--- config.mk ---
export PLATFORM = sky130hd
export DESIGN_NAME = imem_fetch
export DESIGN_NICKNAME = d
export VERILOG_FILES = /design/src/rtl/imem_fetch.sv
export SDC_FILE = /design/constraint.sdc
export NUM_CORES = 1
export LEC_CHECK = 0
export CAP_MARGIN = 0
export CORE_UTILIZATION = 39
export CTS_CLUSTER_SIZE = 24
export DETAILED_ROUTE_END_ITERATION = 10
export GPL_TIMING_DRIVEN = 1
export PLACE_DENSITY = 0.81
export SYNTH_ARGS = -nofsm -noshare
export SYNTH_HDL_FRONTEND = slang
export SYNTH_SLANG_ARGS = --single-unit
--- constraint.sdc ---
create_clock -name clk -period 1.7 [get_ports clk]
set_input_delay 0.34 -clock clk [delete_from_list [all_inputs] [get_ports clk]]
set_output_delay 0.34 -clock clk [all_outputs]
set_load 0.01 [all_outputs]
--- src/rtl/imem_fetch.sv ---
// imem_fetch: single-outstanding instruction fetch unit.
//
// Accepts a fetch request from the program counter while idle and issues a
// level memory read request. It then waits for a one-cycle completion strobe
// and captures the returned word. A flush abandons the fetch in progress.
// The request stays on the bus until the memory answers, and the answer is
// thrown away. A fetch that gets no answer within TIMEOUT cycles is dropped
// and raises a sticky fault flag.
//
// Parameters
//   TIMEOUT      cycles in WAIT/DISCARD without mem_ack before fault (1..255)
// Ports
//   clk          clock, rising edge
//   reset        asynchronous, active-low reset
//   pc_addr      [15:0] instruction address from the program counter
//   fetch_req    fetch pc_addr (sampled only when idle)
//   flush        cancel current/pending fetch
//   fault_clr    clear the sticky fault flag
//   mem_req      memory read request (level)
//   mem_addr     [15:0] memory read address
//   mem_rdata    [15:0] memory read data, valid with mem_ack
//   mem_ack      memory completion strobe
//   instr        [15:0] last captured instruction word
//   instr_valid  one-cycle pulse when instr is updated
//   busy         fetch in flight (WAIT or DISCARD)
//   fault        sticky timeout flag
module imem_fetch #(
    parameter int TIMEOUT = 16
) (
    input  logic        clk,
    input  logic        reset,
    input  logic [15:0] pc_addr,
    input  logic        fetch_req,
    input  logic        flush,
    input  logic        fault_clr,
    output logic        mem_req,
    output logic [15:0] mem_addr,
    input  logic [15:0] mem_rdata,
    input  logic        mem_ack,
    output logic [15:0] instr,
    output logic        instr_valid,
    output logic        busy,
    output logic        fault
);

    typedef enum logic [1:0] {
        IDLE,
        WAIT,
        DISCARD
    } state_t;

    // The timeout fires on the edge where the counter would step up to
    // TIMEOUT, so a request is held for exactly TIMEOUT cycles.
    localparam logic [7:0] TIMEOUT_LAST = 8'(TIMEOUT - 1);

    state_t      state;
    state_t      state_next;
    logic [7:0]  cnt;
    logic [7:0]  cnt_next;
    logic [15:0] addr_next;
    logic [15:0] instr_next;
    logic        valid_next;
    logic        fault_next;
    logic        timeout_hit;

    assign timeout_hit = (cnt == TIMEOUT_LAST);

    // Both outputs come straight from the state register.
    assign busy    = (state != IDLE);
    assign mem_req = busy;

    always_ff @(posedge clk or negedge reset) begin
        if (!reset) begin
            state       <= IDLE;
            cnt         <= 8'd0;
            mem_addr    <= 16'd0;
            instr       <= 16'd0;
            instr_valid <= 1'b0;
            fault       <= 1'b0;
        end else begin
            state       <= state_next;
            cnt         <= cnt_next;
            mem_addr    <= addr_next;
            instr       <= instr_next;
            instr_valid <= valid_next;
            fault       <= fault_next;
        end
    end

    always_comb begin
        state_next = state;
        cnt_next   = cnt;
        addr_next  = mem_addr;
        instr_next = instr;
        valid_next = 1'b0;
        // A timeout below overrides a simultaneous fault_clr.
        fault_next = fault_clr ? 1'b0 : fault;

        case (state)
            IDLE: begin
                if (fetch_req && !flush) begin
                    addr_next  = pc_addr;
                    cnt_next   = 8'd0;
                    state_next = WAIT;
                end
            end

            WAIT: begin
                // Ack beats both timeout and flush; flush with ack only
                // suppresses the capture.
                if (mem_ack) begin
                    state_next = IDLE;
                    if (!flush) begin
                        instr_next = mem_rdata;
                        valid_next = 1'b1;
                    end
                end else if (timeout_hit) begin
                    cnt_next   = cnt + 8'd1;
                    fault_next = 1'b1;
                    state_next = IDLE;
                end else begin
                    cnt_next = cnt + 8'd1;
                    if (flush) begin
                        state_next = DISCARD;
                    end
                end
            end

            DISCARD: begin
                // The request keeps running until the memory answers; the
                // counter carries on from WAIT, it is not restarted.
                if (mem_ack) begin
                    state_next = IDLE;
                end else if (timeout_hit) begin
                    cnt_next   = cnt + 8'd1;
                    fault_next = 1'b1;
                    state_next = IDLE;
                end else begin
                    cnt_next = cnt + 8'd1;
                end
            end

            default: begin
                state_next = IDLE;
            end
        endcase
    end

endmodule
==> results, run 1 <==
- The area of the mapped netlist is approximately 1900 um^2.
- The total die area is roughly 5200 um^2.
- The final-report hold violation count is 0.
- Combinational logic burns 50.9% of the power.
- The initial antenna violation count is 0.
- The layout has about 350 filler cells.
- The total of flip-flops plus latches after synthesis is 44.
- The count of yosys warnings during synthesis is 0.
- The total via count after detailed routing is about 1.5k.
- In this run the horizontal extent of the chip is ~70 um.
- The total length of routed wires is 4.20 mm.
- After detailed routing, the number of vias per cell comes to a little under 5.
- The final number of max-transition violations was 0.
- For this configuration, the core starts out at a cell density of between 40% and 50%.
- The worst slack at placement is -0.281 ns.
- The tree is rooted in a sky130_fd_sc_hd__clkbuf_8.
- Leaving out fill and tap cells, the most frequent cells in the layout are 70 x sky130_fd_sc_hd__clkdlybuf4s50_1, 44 x sky130_fd_sc_hd__dfrtp_1, 24 x sky130_fd_sc_hd__mux2_2.
- The pre-antenna-repair detailed-routing pass consisted of 6 iterations.
- The core region is between 4000 and 5000 um^2.
- The net count reported at finish is roughly 280.
- The layout overhead on the synthesized area is 60.1%.
- The startpoint type of the worst setup path is a flop.
- The signal on the critical path passes through inv_2 -> ha_4 -> and2_4 -> a211o_4 -> or3_1 -> a21oi_1.
- The worst vdd rail ir drop is roughly 0.9 mV.
- The total power per unit cell area is around 1600 nW/um^2.
- The maximum clock rate is 0.591 GHz.
- In this run switching power makes up 30.5% of total power.
- The internal cell power is around 3.5 mW.
- The setup path with the least slack is of type reg2reg.
- In this run the worst path has a maximum fanout of 6.
- The analysis attributes to cell leakage a power of 1.31 nW.
- The clock network burns between 10% and 20% of the power.
- The buffer depth of the longest clock path is 2.
- TritonCTS built the clock tree.
- The tightest min-delay check is of the reg2reg type.
- The overall routing resource usage is about 17%.
- STA classifies the critical path endpoint as a flop.
- The number of core rows is 25.
- Entering global routing, the biggest net connects 30 pins.
- The total nets after synthesis is ~190.
- The worst-skew pair later-pin latency is about 0.28 ns.
- Measured along the y axis, the die boundary spans 71.9 um.
- The antenna diode count is 0.
- Summing all flip-flop and latch instances after layout gives around 1100 um^2.
- The total number of H-tree levels is 2.
- The pin slew with the least headroom to its limit is slightly below 0.4 ns.
- The slowest stage of the critical path belongs to the cell sky130_fd_sc_hd__dfrtp_1.
- The number of buffers created by CTS is 5.
- Setup violations remaining at the end of the flow were counted as 0.
- The per-instance average area after synthesis is about 13 um^2.
- Max-cap violations in this run came to 0.
- The via count of the first global-routing pass is 1,532.
- Setup repair after global routing could not meet its margin everywhere.
- The number of placed I/O pins is 74.
- In this run the tightest slew margin relative to its limit is 73.7%.
- Once routing completed, OpenROAD measured the worst setup slack at approximately 0.0078 ns.
- The register clock-pin slew on the reported worst setup and hold paths is 0.08 ns.
- The library cell used most frequently in the layout, excluding fill and tap cells, is sky130_fd_sc_hd__clkdlybuf4s50_1.
- For the finished layout, the period the worst path requires is about 1.7 ns.
- In this run the remaining antenna-violating nets after routing total 0.
- For this design, the sink count on the clock tree is 44.
- Detailed placement ended at an HPWL of approximately 2.8 mm.
- The total net switching power is 1.52 mW.
- The number of I/O port buffers is between 70 and 80.
- The first global-routing pass estimated approximately 7.0 mm of wire.
- Sequential cells burn roughly a third of the power.
- The multi-input combinational cells in the finished layout cover a total of ~800 um^2.
- Global routing finished with a remaining overflow of 0.
- The final core utilization is between 60 and 70%.
- Of the cells placed in the final design, the portion with a size suffix greater than 1 is 27.9%.
- The cell count after synthesis came out at 145.
- The part of the cycle the worst path needs is around 100%.
- At the worst endpoint, the required time is between 1.5 and 2 ns.
- The run finished with clean final reports.
- After the first detailed-routing iteration, the DRC count stood at 77.
- Counting distinct cell types in the post-synthesis netlist gives 32.
- The largest clock skew in the final design is 0.00200 ns.
- The delay of the slowest cell on the worst path is 0.40 ns.
- Of the synthesized area, sequential elements account for just under 60%.
- Dividing the detail-routed wire length by the instance count gives ~14 um.
- STA puts the critical path data arrival time at between 1.5 and 2 ns.
- After detailed routing, the number of remaining DRC violations is 0.
- The final weighted congestion of routability-driven global placement is slightly above 0.8.
==> repair_timing <==
item	CTS	global route
pin swaps	3	6
resized for setup	6	7
hold endpoints to repair	15	0
setup endpoints to repair	8	24
hold buffers	1	0
gates cloned	1	1
setup buffers	5	1
==> final cells by class <==
cell class              count  share of cell area (%)
flip-flops and latches     44                    36.1
repair buffers             95                    31.0
multi-input cells          88                    26.1
well taps                  67                    2.75
clock buffers               5                    2.25
clock inverters             1                   0.984
inverters                   7                   0.861
==> stage by stage <==
stage | area [um^2] | hold slack, ns | power (mW) | std cells | setup TNS, ns
2_1_floorplan | 1930 | 0.0444 | 2.82 | 145 | 0
3_3_place_gp | 2820 | 0.289 | 3.93 | 292 | -3.32
3_5_place_dp | 2820 | 0.288 | 3.99 | 292 | -4.10
4_1_cts | 2990 | 0.499 | 4.96 | 305 | 0
5_1_grt | 3050 | 0.517 | 5.28 | 307 | -0.142
6_report | 3050 | 0.493 | 4.97 | 307 | 0
==> layer usage <==
layer,wire length (um),track usage [%],vias to the layer above
li1,-,-,708
met1,1840,22.4,724
met2,2000,27.4,56
met3,329,5.97,5
met4,23,4.58,0
met5,0,0,-
==> state kept, by name (all words and copies together), names as in the netlist <==
| register | cells |
|---|---|
| instr | 16 |
| mem_addr | 16 |
| state | 2 |
| instr_valid | 1 |
| fault | 1 |
| cnt | 8 |
==> worst paths after layout <==
path / startpoint / to / slack [ns] / cells past startpoint
worst max-delay path: state[1] / cnt[7] / 0.008 / 6
min in group asynchronous: reset / mem_addr[15] / 0.51 / 2
max in group asynchronous: reset / cnt[1] / 0.72 / 3
worst min-delay path: mem_addr[9] / mem_addr[9] / 0.49 / 1
worst max register to register: state[1] / cnt[7] / 0.008 / 6
worst min register to register: mem_addr[9] / mem_addr[9] / 0.49 / 1
==> synth_stat cells (all sizes together) <==
master | count | share of area (%)
dfrtp | 44 | 58
nand2 | 3 | 0.59
a21o | 1 | 0.39
a22o | 3 | 1.4
buf | 7 | 2.6
and4 | 1 | 0.46
and2 | 2 | 0.66
a211o | 1 | 0.46
a21oi | 7 | 1.8
or3 | 6 | 2.0
mux2 | 33 | 19
o31ai | 2 | 0.79
nor3b | 2 | 1.0
nand3b | 1 | 0.39
or4b | 1 | 0.52
nand2b | 1 | 0.33
o22ai | 1 | 0.33
inv | 7 | 1.4
nor2b | 1 | 0.33
nor3 | 1 | 0.26
nand4 | 2 | 0.66
or2 | 1 | 0.33
o21ai | 7 | 1.8
ha | 4 | 2.6
a2bb2oi | 1 | 0.46
nand3 | 2 | 0.52
nor2 | 3 | 0.59
==> power by group through the flow <==
stage          combinational, mW  clock, mW  sequential (mW)
3_3_place_gp                2.24          0             1.69
3_5_place_dp                2.28          0             1.71
4_1_cts                     2.48      0.777             1.70
2_1_floorplan              0.920          0             1.91
5_1_grt                     2.72      0.816             1.75
6_report                    2.53      0.747             1.69
==> kinds of logic (layout without fill, tap and decap cells) <==
group	after synthesis	after routing	synth area share, %
AND/OR/NAND/NOR	27	27	8.66
multiplexers	33	33	19.5
flip-flops	44	44	57.7
AO/OA/AOI/OAI	23	24	7.48
adder cells (fa/ha/maj)	4	4	2.62
buffers and inverters	14	108	4.00
==> worst max-delay path, delay by kind of cell (launching register included) <==
| kind | cells | cell delay [ns] |
|---|---|---|
| AO/OA/AOI/OAI | 2 | 0.42 |
| adder cells (fa/ha/maj) | 1 | 0.21 |
| buffers and inverters | 1 | 0.09 |
| flip-flops | 1 | 0.40 |
| AND/OR/NAND/NOR | 2 | 0.50 |
Note: power is estimated with default switching activity, not from simulation.
==> inputs of run 2 (changes only) <==
--- a/config.mk
+++ b/config.mk
@@ -9,7 +9,7 @@
 export CORE_UTILIZATION = 39
 export CTS_CLUSTER_SIZE = 24
 export DETAILED_ROUTE_END_ITERATION = 10
-export GPL_TIMING_DRIVEN = 1
+export GPL_TIMING_DRIVEN = 0
 export PLACE_DENSITY = 0.81
 export SYNTH_ARGS = -nofsm -noshare
 export SYNTH_HDL_FRONTEND = slang
==> run 2 against run 1 <==
Effect of this change:
- the run now ends with negative setup slack left
- setup slack got worse by 0.082 ns
- non-clock buffer count is 1 higher
- fmax fell by 4.6%
- clock power is 8.7% lower
- cell area is the same
- hold slack got worse by 0.48 ns
- cell count rose by 0.65%
- clock skew is 0.0049 ns higher
- first-iteration DRC count shrank 70%
- sequential power about the same
- utilization did not move
- die area is the same
- critical path type unchanged
- largest power group unchanged
- highest routed layer unchanged
==> results, run 2 (synthesis gave the netlist of run 1 again) <==
- The worst slack at placement is -0.411 ns.
- The total overflow reported by the global router is 0.
- The setup total negative slack is -0.272 ns.
- The relative max-transition margin is about two thirds.
- The worst vdd rail ir drop is roughly 0.98 mV.
- The path class of the tightest hold or removal check is in2async.
- Summing all placed instances gives a cell area of roughly 2800 um^2.
- In the final layout, the share of cells above drive strength 1 is around 31%.
- Buffers inserted to repair hold after CTS numbered 0.
- The final number of max-transition violations was 0.
- Global routing used 16.7% of the available tracks.
- For the worst-skew pair, the clock arrives at the later sink with an insertion delay of ~0.3 ns.
- The number of buffer and inverter stages on the critical path is 2.
- The total power per unit cell area is around 1600 nW/um^2.
- Along the worst path, the maximum fanout reaches 5.
- Clock-pin slew was measured on the worst setup and hold paths at around 0.080 ns.
- The final weighted congestion of routability-driven global placement is approximately 0.79.
- After detailed routing, the average wire length per cell comes to approximately 13 um.
- Walking the worst path, the cells encountered are inv_2 -> ha_4 -> and2_4 -> a211o_1 -> buf_6 -> or3_1 -> a21oi_2.
- The initial standard-cell utilization of the core is about two fifths.
- The critical path endpoint category is a flop.
- The repair_antennas step left the layout with diodes totalling 0.
- The buffer depth of the longest clock path is 2.
- The worst setup path category is reg2reg.
- For this block, the routed nets add up to approximately 4.1 mm of wire.
- The start point of the critical path is state[0].
- The largest clock skew in the final design is between 0.006 and 0.007 ns.
- The final critical delay including setup and external delays is between 1.5 and 2 ns.
- The via count of the first global-routing pass came to 1,512.
- The maximum clock rate is around 0.56 GHz.
- After the first detailed-routing iteration, the DRC count stood at 23.
- The final total power is roughly 4.9 mW.
- The final non-filler cell area is 3050 um^2.
- The most common library cell in the layout ignoring fill and taps is sky130_fd_sc_hd__clkdlybuf4s50_1.
- The flow ran to the end, but the final reports show violations.
- The pin slew with the least headroom to its limit is approximately 0.53 ns.
- The part of the cycle the worst path needs is 104%.
- The total via count after detailed routing is roughly 1.5k.
- The internal cell power is ~3.4 mW.
- The number of non-filler instances in the completed layout is between 300 and 400.
- The worst setup path is launched from a flop.
- In this run, placement finished with an instance count of 285.
- The total number of H-tree levels is 2.
- The origin of the critical flop-to-flop path is state[0].
- The library cells used most frequently in the layout, excluding fill and tap cells, are 69 x sky130_fd_sc_hd__clkdlybuf4s50_1, 44 x sky130_fd_sc_hd__dfrtp_1, 24 x sky130_fd_sc_hd__mux2_2.
- Pin placement for this block handled 74 I/O pins.
- In the routed design, unresolved DRC markers number 0.
- The first-pass iteration count of the detailed router is 4.
- The analysis attributes to cell leakage a power of roughly 1.3 nW.
- The initial antenna violation count is 0.
- Per report_power, the combinational group accounts for about 52% of the total.
- The analysis attributes to net switching a power of roughly 1.5 mW.
- The switching fraction of total power is 31.3%.
- The tool flagged a number of max-cap violations equal to 0.
- The first global-routing pass estimated between 6 and 7 mm of wire.
- During placement, the flow inserted port buffers numbering between 70 and 80.
- The largest registers in the layout are instr (16), mem_addr (16), cnt (8).
- The worst hold slack after final layout is between 0.01 and 0.015 ns.
- The floorplan step defined a die boundary enclosing between 5000 and 6000 um^2.
- The CTS root buffer is sky130_fd_sc_hd__clkbuf_8.
- Per report_power, the clock group accounts for approximately 14% of the total.
- The critical path required time is ~1.9 ns.
- The number of sinks handled by clock tree synthesis is 44.
- The final reports fail on negative setup slack.
- The CTS tree is done.
- The filler cells instantiated in the layout total 351.
- The count of nets left with antenna violations once routing finished came out at 0.
- Using the TritonRoute via totals, the vias-per-cell ratio works out to 4.84.
- Detailed placement finished with a half-perimeter wire length of between 2 and 3 mm.
- In this run, CTS created clock tree buffers numbering 5.
- The net count reported at finish is ~280.
- The number of core rows is 25.
- The area growth from synthesis to layout is 60.1%.
- The final-report hold violation count is 0.
- The worst-case setup margin in the final layout is -0.0744 ns.
- In this design, the stage delay of the slowest critical-path cell is around 0.40 ns.
- The core area is ~4700 um^2.
- The horizontal die dimension is roughly 72 um.
- The largest net degree at the start of global routing is 24.
- Setup violations remaining at the end of the flow were counted as 4.
- Setup repair after global routing could not meet its margin everywhere.
- The master of the slowest instance on the critical path is sky130_fd_sc_hd__dfrtp_1.
- The cell type group with the largest total delay on the critical path is simple AND/OR/NAND/NOR gates.
- From bottom edge to top edge, the die measures between 70 and 80 um.
- The part of the power in registers is between 30 and 40%.
- For the worst setup path, the data arrival time is around 2 ns.
- The final core utilization is 64.6%.
[run 2: changes by cell type in the layout (fill, tap and decap cells not counted), sizes merged]
cell / before / now
dlygate4sd3: 1 / 0
buf: 21 / 26
clkinvlp: 0 / 1
a211o: 2 / 1
bufinv: 1 / 0
dlygate4sd2: 2 / 1
clkbuf: 6 / 7
clkdlybuf4s50: 70 / 69
[run 2: worst register-to-register path, delay by kind of cell (launching register included)]
family | cells | cell delay (ns)
AO/OA/AOI/OAI | 2 | 0.39
adder cells (fa/ha/maj) | 1 | 0.21
buffers and inverters | 2 | 0.23
AND/OR/NAND/NOR | 2 | 0.48
flip-flops | 1 | 0.40
[run 2: power by group through the flow]
| stage | Sequential (mW) | Combinational (mW) | Clock [mW] |
|---|---|---|---|
| finish | 1.70 | 2.55 | 0.682 |
| global route | 1.76 | 2.74 | 0.742 |
| CTS | 1.70 | 2.44 | 0.714 |
| detailed placement | 1.73 | 2.24 | 0 |
| global placement | 1.71 | 2.20 | 0 |
| floorplan | 1.91 | 0.920 | 0 |
[run 2: worst paths after layout]
path                               endpoint  slack [ns]  depth (start not counted)
worst max register to register       cnt[5]       -0.07                          7
max in group asynchronous          instr[7]        1.20                          2
worst min register to register  mem_addr[9]        0.49                          1
min in group clk                   state[1]        0.29                          2
worst max-delay path                 cnt[5]       -0.07                          7
worst min-delay path                 cnt[7]        0.01                          1
[run 2: what timing repair did]
item                                    in CTS  in global routing
setup buffers                                8                  9
gates cloned                                 1                  0
pin swaps                                    1                  6
resized for setup                           12                 14
endpoints found under the setup margin      28                 26
[run 2: cell type report]
| cell class | instances | area (um^2) | share of cell area, % |
|---|---|---|---|
| plain buffers | 5 | 56.3 | 1.84 |
| clock buffers | 7 | 86.3 | 2.83 |
| clock inverters | 1 | 7.51 | 0.246 |
| inverters | 7 | 26.3 | 0.861 |
| multi-input cells | 87 | 820 | 26.8 |
| flip-flops and latches | 44 | 1100 | 36.1 |
| well taps | 67 | 83.8 | 2.75 |
| repair buffers | 91 | 872 | 28.6 |
[run 2: routing by layer]
metal / global-route usage (%) / routed length [um]
met5: 0 / 0
met1: 19.2 / 1730
met3: 6.39 / 338
met2: 28.4 / 1960
met4: 6.32 / 56
==> patch (flow settings as in run 1) <==
`TIMEOUT`: 16 -> 12.
--- a/src/rtl/imem_fetch.sv
+++ b/src/rtl/imem_fetch.sv
@@ -25,7 +25,7 @@
 //   busy         fetch in flight (WAIT or DISCARD)
 //   fault        sticky timeout flag
 module imem_fetch #(
-    parameter int TIMEOUT = 16
+    parameter int TIMEOUT = 12
 ) (
     input  logic        clk,
     input  logic        reset,
Formal check against the unedited RTL: no difference found for any inputs over 10 cycles, from zero or initial values and one cycle with reset low; that may be too few to reach the edited logic, so the function may still have changed.
==> patch against run 1 <==
Routed wire length fell by 4.7%. Sequential cell count did not move. Setup slack improved by 56 ps. Fmax rose by 3.4%. Count of clock-buffer cells in the layout rose by 1. Total power rose by 1.3%. Clock skew rose by 3.7 ps. Non-clock buffer count fell by 5. Global-route usage fell by 1.6 points. Clock power rose by 10%. Synthesized cell count rose by 1.4%. Largest cell class unchanged. Cell area rose by 1.7%. Synthesized area rose by 3.7%.
==> patch: results (changes against run 1) <==
Placement
  • Placed Instances: 295 (+1.0%)
  • IO Port Bufs: 73 (unchanged)
  • Dpl hpwl: 2810 um (+0.20%)
  • Pre-CTS WS: -113 ps (+168 ps)
  • Area after DPL: 2880 um2 (+2.1%)
  • GP Congestion: 0.873 (+6.4%)

Cells and area
  • Layout Cells excl Fill: 305 (-0.65%)
  • Nets: 279 (-1.4%)
  • Layout cells sized above 1: 30.3% (+2.3 points)
  • Antenna Cells: 0 (unchanged)

Pwr
  • Sw Share: 30.3% (-0.17 points)
  • Internal: 3.51 mW (+1.6%)
  • Seq pwr: 1.71 mW
  • Clk pwr share: 16.3% (+1.3 points)
  • Worst vdd ir: 869 uV (-3.2%)
  • Pleak: 1.33 nW (+1.7%)

Clock network
  • CTS HTree Levels: 2 (unchanged)
  • Root Driver: clkbuf_8
  • Setup bufs post-CTS: 0 (-5)
  • Clock buffer depth: 2 (unchanged)

Critical path
  • Worst reg-to-reg path cell count: 7 (+1)
  • Worst R2R End: instr[5]$_DFFE_PN0P_
  • Crit path to: mem_addr[11]$_DFFE_PN0P_
  • R2R Setup Slk: 80 ps (+70 ps)
  • Master of the slowest instance on the critical path: clkdlybuf4s50_1
  • Worst EP arrival: 1810 ps (-100 ps)
  • CP endpoint kind: flop
  • CP max stage delay: 590 ps (+190 ps)
  • Setup crit start: flush
  • Worst-path maximum fanout: 11 (+5)

Detailed routing
  • Pre-antenna DRT Iters: 4 (-2)
  • Drt total wl: 4000 um (-4.7%)
  • DR iter-0 viols: 47 (-39%)
  • Met2 routed WL: 1890 um (-5.7%)
  • Uppermost routed layer: met4
  • DR WL met3: 271 um (-18%)
  • Via count: 1491 (-0.13%)
  • M1 WL: 1760 um (-4.2%)

Synthesis
  • Post-Syn Area per Cell: 13.4 um2 (+2.3%)
  • Largest cells by area after synthesis: dfrtp_1, mux2_2, ha_1
  • Yosys cell types: 34 (+6.3%)
  • Synthesis Warnings: 0 (unchanged)
  • Synth top cells by count: dfrtp_1, mux2_2, inv_1, o21ai_0
  • Sequential area share after synthesis: 55.7% (-2.0 points)
  • Syn_nets: 189 (+1.1%)

Global route
  • Initial antenna violation count: 0 (unchanged)
  • Gr usage total: 15.6% (-1.6 points)
  • Largest net degree at the start of global routing: 45 (+50%)
  • First-pass GRT wire length: 6290 um (-9.6%)

Timing
  • Slew margin rel.: 77.4% (+3.7 points)
  • Clock Skew: 5.71 ps (+3.71 ps)
  • Period Utilization, post-route: 96.2% (-3.3 points)

Hold path
  • Hold crit path type: input port to async pin

Outcome
  • Status: finished, final reports clean
[patch: cell types whose count changed after synthesis, moves of 4 or more]
cell / before / now
mux2_1: 9 / 0
or3_1: 6 / 0
mux2_2: 24 / 34
a21oi_1: 7 / 3
[patch: worst min-delay path by stage]
stage / startpoint / endpoint / slack [ps] / depth (start not counted)
after floorplan: reset / cnt[0]$_DFFE_PN0P_ / 40 / 0
after detailed placement: reset / mem_addr[3]$_DFFE_PN0P_ / 340 / 2
final: reset / mem_addr[3]$_DFFE_PN0P_ / 2 / 2
after global routing: reset / mem_addr[3]$_DFFE_PN0P_ / 30 / 2
after CTS: reset / mem_addr[0]$_DFFE_PN0P_ / 10 / 2
after global placement: reset / mem_addr[7]$_DFFE_PN0P_ / 330 / 2
[patch: kinds of logic (layout without fill, tap and decap cells)]
family	count (synthesis)	in the layout	share of synthesized area [%]
adder cells (fa/ha/maj)	4	4	2.53
XOR/XNOR	2	2	0.886
flip-flops	44	44	55.7
AND/OR/NAND/NOR	27	27	8.29
multiplexers	35	35	19.9
AO/OA/AOI/OAI	22	22	8.92
buffers and inverters	13	104	3.80
[patch: final cells by class]
cell class              instances  area (um2)
well taps                      67        83.8
flip-flops and latches         44        1100
fillers                       381        1680
clock inverters                 2        38.8
clock buffers                   6        82.6
inverters                       6        22.5
repair buffers                 90         915
multi-input cells              90         862
[patch: critical path: cells and delay by family]
| kind | cells | cell delay (ps) |
|---|---|---|
| mux | 1 | 350 |
| simple gates | 1 | 280 |
| buf+inv | 2 | 840 |
[patch: repair_timing]
action	in CTS	in global routing
cloned	0	2
pin swaps	0	1
resized for setup	3	9
setup endpoints to repair	4	13
hold buffers	0	0
[patch: routing by layer]
layer  up-vias  track usage, %
li1        706               -
met4         0            6.10
met2        51            24.4
met1       723            19.6
met3        11            5.52
met5         -               0
